[src/rtl/step_profile_scheduler_if.sv]
// Start/mode request in; pulse-generator period/enable and display status out.
// The scheduler side uses master; the requesting/consuming side uses slave.
interface step_profile_scheduler_if #(
    parameter int PW = 28
);
    logic          start;
    logic [1:0]    mode;
    logic [PW-1:0] half_period;
    logic          period_load;
    logic          gen_enable;
    logic [8:0]    sec_count;
    logic          done;
    logic          busy;

    modport master (
        input  start, mode,
        output half_period, period_load, gen_enable, sec_count, done, busy
    );

    modport slave (
        output start, mode,
        input  half_period, period_load, gen_enable, sec_count, done, busy
    );
endinterface

[src/rtl/step_profile_scheduler.sv]
// Picks pulse-generator half-period/enable from mode, stepping a 144 s pace profile in hybrid mode; start->enable 1 cycle.
// No backpressure: outputs are registered levels plus a one-cycle period_load strobe the generator must take.
module step_profile_scheduler #(
    parameter int SEC_CYCLES  = 100000000,
    parameter int PROFILE_LEN = 144,
    parameter int PW          = 28
) (
    input  logic                     clk,
    input  logic                     reset,
    step_profile_scheduler_if.master bus
);
    localparam int             PSW      = (SEC_CYCLES > 1) ? $clog2(SEC_CYCLES) : 1;
    localparam logic [PSW-1:0] PS_TC    = PSW'(SEC_CYCLES - 1);
    localparam logic [8:0]     SEC_LAST = 9'(PROFILE_LEN - 1);
    localparam logic [8:0]     SEC_END  = 9'(PROFILE_LEN);

    typedef enum logic [1:0] {IDLE, FIXED, PROFILE, DONE} state_t;

    state_t         state_q, state_n;
    logic [1:0]     mode_q, mode_n;
    logic [PSW-1:0] presc_q, presc_n;
    logic [8:0]     sec_q, sec_n;
    logic [PW-1:0]  hp_q, hp_n;
    logic           load_q, load_n;
    logic           en_q, en_n;
    logic           done_q, done_n;

    function automatic logic [PW-1:0] fixed_hp(input logic [1:0] m);
        case (m)
            2'd0:    return PW'(1520000);
            2'd1:    return PW'(775193);
            default: return PW'(389205);
        endcase
    endfunction

    function automatic logic [PW-1:0] profile_hp(input logic [8:0] s);
        logic [PW-1:0] v;
        if (s >= 9'd78)      v = PW'(401606);
        else if (s >= 9'd73) v = PW'(1449275);
        else if (s >= 9'd9)  v = PW'(719424);
        else begin
            case (s[3:0])
                4'd0:    v = PW'(2439024);
                4'd1:    v = PW'(1492537);
                4'd2:    v = PW'(751879);
                4'd3:    v = PW'(1818181);
                4'd4:    v = PW'(709219);
                4'd5:    v = PW'(1639344);
                4'd6:    v = PW'(2564102);
                4'd7:    v = PW'(1639344);
                default: v = PW'(1492537);
            endcase
        end
        return v;
    endfunction

    function automatic logic [PW-1:0] entry_hp(input logic [1:0] m);
        return (m == 2'd3) ? profile_hp(9'd0) : fixed_hp(m);
    endfunction

    always_comb begin
        state_n = state_q;
        mode_n  = mode_q;
        presc_n = presc_q;
        sec_n   = sec_q;
        hp_n    = hp_q;
        load_n  = 1'b0;
        en_n    = en_q;
        done_n  = done_q;

        // Stop dominates everything, including a pending terminal tick.
        if (!bus.start) begin
            state_n = IDLE;
            presc_n = '0;
            sec_n   = '0;
            hp_n    = '0;
            en_n    = 1'b0;
            done_n  = 1'b0;
        end else begin
            case (state_q)
                IDLE: begin
                    state_n = (bus.mode == 2'd3) ? PROFILE : FIXED;
                    mode_n  = bus.mode;
                    presc_n = '0;
                    sec_n   = '0;
                    hp_n    = entry_hp(bus.mode);
                    load_n  = 1'b1;
                    en_n    = 1'b1;
                    done_n  = 1'b0;
                end
                FIXED, PROFILE: begin
                    if (bus.mode != mode_q) begin
                        // Mode change restarts from second 0 and beats a coincident tick.
                        state_n = (bus.mode == 2'd3) ? PROFILE : FIXED;
                        mode_n  = bus.mode;
                        presc_n = '0;
                        sec_n   = '0;
                        hp_n    = entry_hp(bus.mode);
                        load_n  = 1'b1;
                        en_n    = 1'b1;
                    end else if (state_q == PROFILE) begin
                        if (presc_q == PS_TC) begin
                            presc_n = '0;
                            if (sec_q == SEC_LAST) begin
                                state_n = DONE;
                                sec_n   = SEC_END;
                                hp_n    = '0;
                                en_n    = 1'b0;
                                done_n  = 1'b1;
                            end else begin
                                sec_n  = sec_q + 9'd1;
                                hp_n   = profile_hp(sec_q + 9'd1);
                                load_n = (hp_n != hp_q);
                            end
                        end else begin
                            presc_n = presc_q + PSW'(1);
                        end
                    end
                end
                DONE: begin
                end
                default: state_n = IDLE;
            endcase
        end
    end

    always_ff @(posedge clk or negedge reset) begin
        if (!reset) begin
            state_q <= IDLE;
            mode_q  <= 2'd0;
            presc_q <= '0;
            sec_q   <= '0;
            hp_q    <= '0;
            load_q  <= 1'b0;
            en_q    <= 1'b0;
            done_q  <= 1'b0;
        end else begin
            state_q <= state_n;
            mode_q  <= mode_n;
            presc_q <= presc_n;
            sec_q   <= sec_n;
            hp_q    <= hp_n;
            load_q  <= load_n;
            en_q    <= en_n;
            done_q  <= done_n;
        end
    end

    assign bus.half_period = hp_q;
    assign bus.period_load = load_q;
    assign bus.gen_enable  = en_q;
    assign bus.sec_count   = sec_q;
    assign bus.done        = done_q;
    assign bus.busy        = (state_q == FIXED) || (state_q == PROFILE);
endmodule

[src/flat_wrapper.sv]
// flat-port wrapper written by rule: the top's interface ports become plain ports
module step_profile_scheduler_flat 
#(
    parameter int SEC_CYCLES  = 100000000,
    parameter int PROFILE_LEN = 144,
    parameter int PW          = 28
)
  (clk, reset, bus_start, bus_mode, bus_half_period, bus_period_load, bus_gen_enable, bus_sec_count, bus_done, bus_busy);
  step_profile_scheduler_if #(.PW(PW)) bus_i ();
  input  logic clk;
  input  logic reset;
  input wire logic [$bits(bus_i.start)-1:0] bus_start;
  input wire logic [$bits(bus_i.mode)-1:0] bus_mode;
  output wire logic [$bits(bus_i.half_period)-1:0] bus_half_period;
  output wire logic [$bits(bus_i.period_load)-1:0] bus_period_load;
  output wire logic [$bits(bus_i.gen_enable)-1:0] bus_gen_enable;
  output wire logic [$bits(bus_i.sec_count)-1:0] bus_sec_count;
  output wire logic [$bits(bus_i.done)-1:0] bus_done;
  output wire logic [$bits(bus_i.busy)-1:0] bus_busy;
  assign bus_i.start = bus_start;
  assign bus_i.mode = bus_mode;
  assign bus_half_period = bus_i.half_period;
  assign bus_period_load = bus_i.period_load;
  assign bus_gen_enable = bus_i.gen_enable;
  assign bus_sec_count = bus_i.sec_count;
  assign bus_done = bus_i.done;
  assign bus_busy = bus_i.busy;
  step_profile_scheduler #(.SEC_CYCLES(SEC_CYCLES), .PROFILE_LEN(PROFILE_LEN), .PW(PW)) u_core (.clk(clk), .reset(reset), .bus(bus_i));
endmodule
[config.mk]
export PLATFORM = sky130hd
export DESIGN_NAME = step_profile_scheduler_flat
export DESIGN_NICKNAME = d
export VERILOG_FILES = /design/src/rtl/step_profile_scheduler_if.sv /design/src/rtl/step_profile_scheduler.sv /design/src/flat_wrapper.sv
export SDC_FILE = /design/constraint.sdc
export NUM_CORES = 1
export LEC_CHECK = 0
export BUFFER_PORTS_ARGS = -buffer_cell sky130_fd_sc_hd__buf_2
export CORE_MARGIN = 2
export CORE_UTILIZATION = 44
export CTS_BUF_LIST = sky130_fd_sc_hd__clkbuf_16
export CTS_CLUSTER_DIAMETER = 50
export DETAILED_ROUTE_END_ITERATION = 8
export PLACE_DENSITY_LB_ADDON = 0.05
export SLEW_MARGIN = 20
export SYNTH_ARGS = -nofsm -noshare
export SYNTH_HDL_FRONTEND = slang
export SYNTH_SLANG_ARGS = --single-unit
[constraint.sdc]
create_clock -name clk -period 4.1 [get_ports clk]
set_clock_uncertainty 0.1 [all_clocks]
set_input_delay 1.23 -clock clk [delete_from_list [all_inputs] [get_ports clk]]
set_output_delay 1.23 -clock clk [all_outputs]
set_load 0.01 [all_outputs]
==> impl_metrics.py <==
metrics = {
    "placed_design": {
        "port_buffers": 39,
        "dp_hpwl_mm": 9.94,
        "gp_congestion": 0.897,
        "dp_cells": 745,
    },
    "critical_path": {
        "start_kind": "flip-flop",
        "rr_startpoint": "u_core.bus.sec_count[1]$_DFFE_PN0P_",
        "cp.required_ns": 4.22,
        "cp_slowest_cell": "a311o_1",
        "cpPeakStageDelay_ns": 0.59,
        "regToRegEndpoint": "u_core.bus.period_load$_DFF_PN0_",
        "path_class": "flip-flop to flip-flop",
        "crit_fanout": 14,
        "crit_buf_inv": 1,
        "endpoint_kind": "flip-flop",
        "path_cells": "ha_1 > buf_4 > xor2_1 > nand2_1 > a221oi_1 > a311o_1 > and2_1 > o21ai_0 > o31a_1 > a2111oi_2 > a31oi_1",
        "rrSetupSlack_ns": 0.46,
        "critPathArrivalTime_ns": 3.76,
        "crit_end": "u_core.bus.period_load$_DFF_PN0_",
        "setup.worst_path.start": "u_core.bus.sec_count[1]$_DFFE_PN0P_",
        "r2r_cells": 11,
        "cp_top_family": "compound AO/OA/AOI/OAI gates",
        "crit_cells": 11,
    },
    "floorplanning": {
        "core_sq_um": 10400,
        "die_w_um": 108,
        "boundaryPins": 46,
        "die_h_um": 108,
        "rows": 37,
        "die_area_sq_um": 11700,
        "initial_core_util": 0.457,
    },
    "logic_synthesis": {
        "synth.most_common_cell": "nand2_1",
        "ys_seq_elements": 65,
        "synth_ff_type": "dfrtp_1",
        "async_flop_share": 1.00,
        "synth_cells": 588,
        "yosys-top-cells-count": "75 x nand2_1, 65 x dfrtp_1, 55 x nor2_1, 53 x o21ai_0, 30 x nand3_1",
        "syn_area_per_cell_sq_um": 8.10,
        "synth_edf_count": 0,
        "synth_area_leaders": "dfrtp_1 34%, nand2_1 5.9%, o21ai_0 5.6%",
        "synth_largest_area_cell": "dfrtp_1",
        "yosysUniqueCellTypes": 83,
        "syn_area_sq_um": 4760,
        "yosysWarnings": 0,
        "yosysSeqAreaShare": 0.341,
        "synth_top_area_frac": 0.341,
    },
    "layout": {
        "nets": 639,
        "multiInputGateArea_sq_um": 2890,
        "fillers": 1035,
        "antenna_cells": 0,
        "syn_to_final_growth_pct": 12.8,
        "fin_util": 0.516,
        "stdcell_count": 761,
        "seq_area_sq_um": 1630,
        "final_layout_size_suffix_gt1_frac": 0.144,
    },
    "cts": {
        "postCtsSetupRepairBufs": 0,
        "cts_hold_buf": 0,
        "clock-sinks": 65,
        "cts_htree_levels": 3,
        "root_buffer": "clkbuf_16",
        "clockBufferDepth": 2,
        "cts_tree": "built",
        "cts_buffers": 9,
        "insertion_delay_ns": 0.33,
        "clk_pin_slew_worst_paths_ns": 0.06,
        "ctsResizeCount": 0,
    },
    "sta": {
        "tns_ns": 0,
        "period_needed_ns": 3.64,
        "rsz0062_at_grt": "false",
        "slew_violations": 0,
        "worstMarginPinSlew_ns": 0.738,
        "finalHoldViolCount": 0,
        "whs_ns": 0.392,
        "relSlewSlack": 0.508,
        "setup_viol": 0,
        "clock.fmax_ghz": 0.275,
        "period_share": 0.887,
    },
    "route": {
        "via_count": 4556,
        "wl_per_cell_um": 18.5,
        "drt-vias-per-instance": 5.99,
        "ant_nets": 0,
        "dr.pass1.iters": 5,
        "route.detailed.drc": 0,
        "routed_wl_mm": 14.0,
        "drt-initial-drc-count": 345,
    },
    "grt": {
        "grt_usage": 0.254,
        "grt_pass1_vias": 4415,
        "grt_start_max_net_pins": 37,
        "antenna_found_initial": 0,
        "grt-ovfl-total": 0,
        "grt_pass1_wl_mm": 23.1,
    },
    "power_and_ir_drop": {
        "leakagePower_nw": 2.41,
        "ir_drop_uv": 209,
        "p_total_mw": 2.93,
        "power_per_cell_area_nw_per_um2": 545,
    },
    "job": {
        "maxCapViolCount": 0,
    },
    "outcome": {
        "status": "complete, no violations",
    },
    "hold_path": {
        "hold_class": "flip-flop to flip-flop",
    },
}
## registers in the layout, summed over array words and instances, names as in the netlist
register,count
u_core.bus.done,1
u_core.state_q,2
u_core.bus.gen_enable,1
u_core.presc_q,27
u_core.bus.period_load,1
u_core.mode_q,2
u_core.bus.sec_count,9
u_core.bus.half_period,22
## cells in the final DEF (no fill, tap or decap), drive strengths merged, types with 6 or more instances in the layout
cell,count
a21o,6
buf,57
a21oi,29
o21ai,61
nand3,30
a221o,8
dfrtp,65
nand4,14
inv,16
nor2,56
conb,6
nor3,13
nand2,76
o31ai,11
xor2,15
and4,7
clkbuf,9
ha,14
o211ai,6
and3,20
nor2b,6
xnor2,7
## cell type report
| type | instances | area share |
|---|---|---|
| multi-input cells | 472 | 0.538 |
| flip-flops and latches | 65 | 0.303 |
| repair buffers | 57 | 0.0638 |
| clock buffers | 9 | 0.0419 |
| well taps | 136 | 0.0317 |
| clock inverters | 7 | 0.0116 |
| inverters | 15 | 0.0105 |
## cell families (layout without fill, tap and decap cells)
| logic type | Yosys count | in the layout | share of synthesized area |
|---|---|---|---|
| AO/OA/AOI/OAI | 177 | 177 | 0.249 |
| XOR/XNOR | 22 | 22 | 0.0420 |
| adder cells (fa/ha/maj) | 16 | 16 | 0.0410 |
| buffers and inverters | 56 | 88 | 0.0562 |
| flip-flops | 65 | 65 | 0.341 |
| other | 1 | 6 | 0.000787 |
| AND/OR/NAND/NOR | 251 | 251 | 0.270 |
## routing by layer
metal | GRT usage | part of all wire | up-vias
met5 | 0 | 0 | -
met1 | 0.336 | 0.45 | 2218
met2 | 0.425 | 0.49 | 105
met3 | 0.0313 | 0.037 | 23
met4 | 0.0962 | 0.025 | 0
li1 | - | - | 2210
## power by group
part / switching [mW] / internal [mW]
sequential: 0.139 / 0.756
clock: 0.302 / 0.464
combinational: 0.805 / 0.461
## how the worst min path moves through the flow
| stage | from | end | cells past startpoint |
|---|---|---|---|
| final | u_core.presc_q[6]$_DFFE_PN0P_ | u_core.presc_q[6]$_DFFE_PN0P_ | 1 |
| after global routing | u_core.presc_q[6]$_DFFE_PN0P_ | u_core.presc_q[6]$_DFFE_PN0P_ | 1 |
| after CTS | u_core.presc_q[6]$_DFFE_PN0P_ | u_core.presc_q[6]$_DFFE_PN0P_ | 1 |
| after detailed placement | u_core.presc_q[6]$_DFFE_PN0P_ | u_core.presc_q[6]$_DFFE_PN0P_ | 1 |
| after global placement | u_core.presc_q[6]$_DFFE_PN0P_ | u_core.presc_q[6]$_DFFE_PN0P_ | 1 |
| after floorplan | u_core.presc_q[6]$_DFFE_PN0P_ | u_core.presc_q[6]$_DFFE_PN0P_ | 1 |
## stage by stage
stage               area, sq um  setup slack (ns)
detailed placement         5080             0.501
CTS                        5370             0.475
floorplan                  4780             0.674
global route               5370             0.158
global placement           5080             0.579
finish                     5370             0.462
No activity file was read; power rests on OpenSTA's default activity.
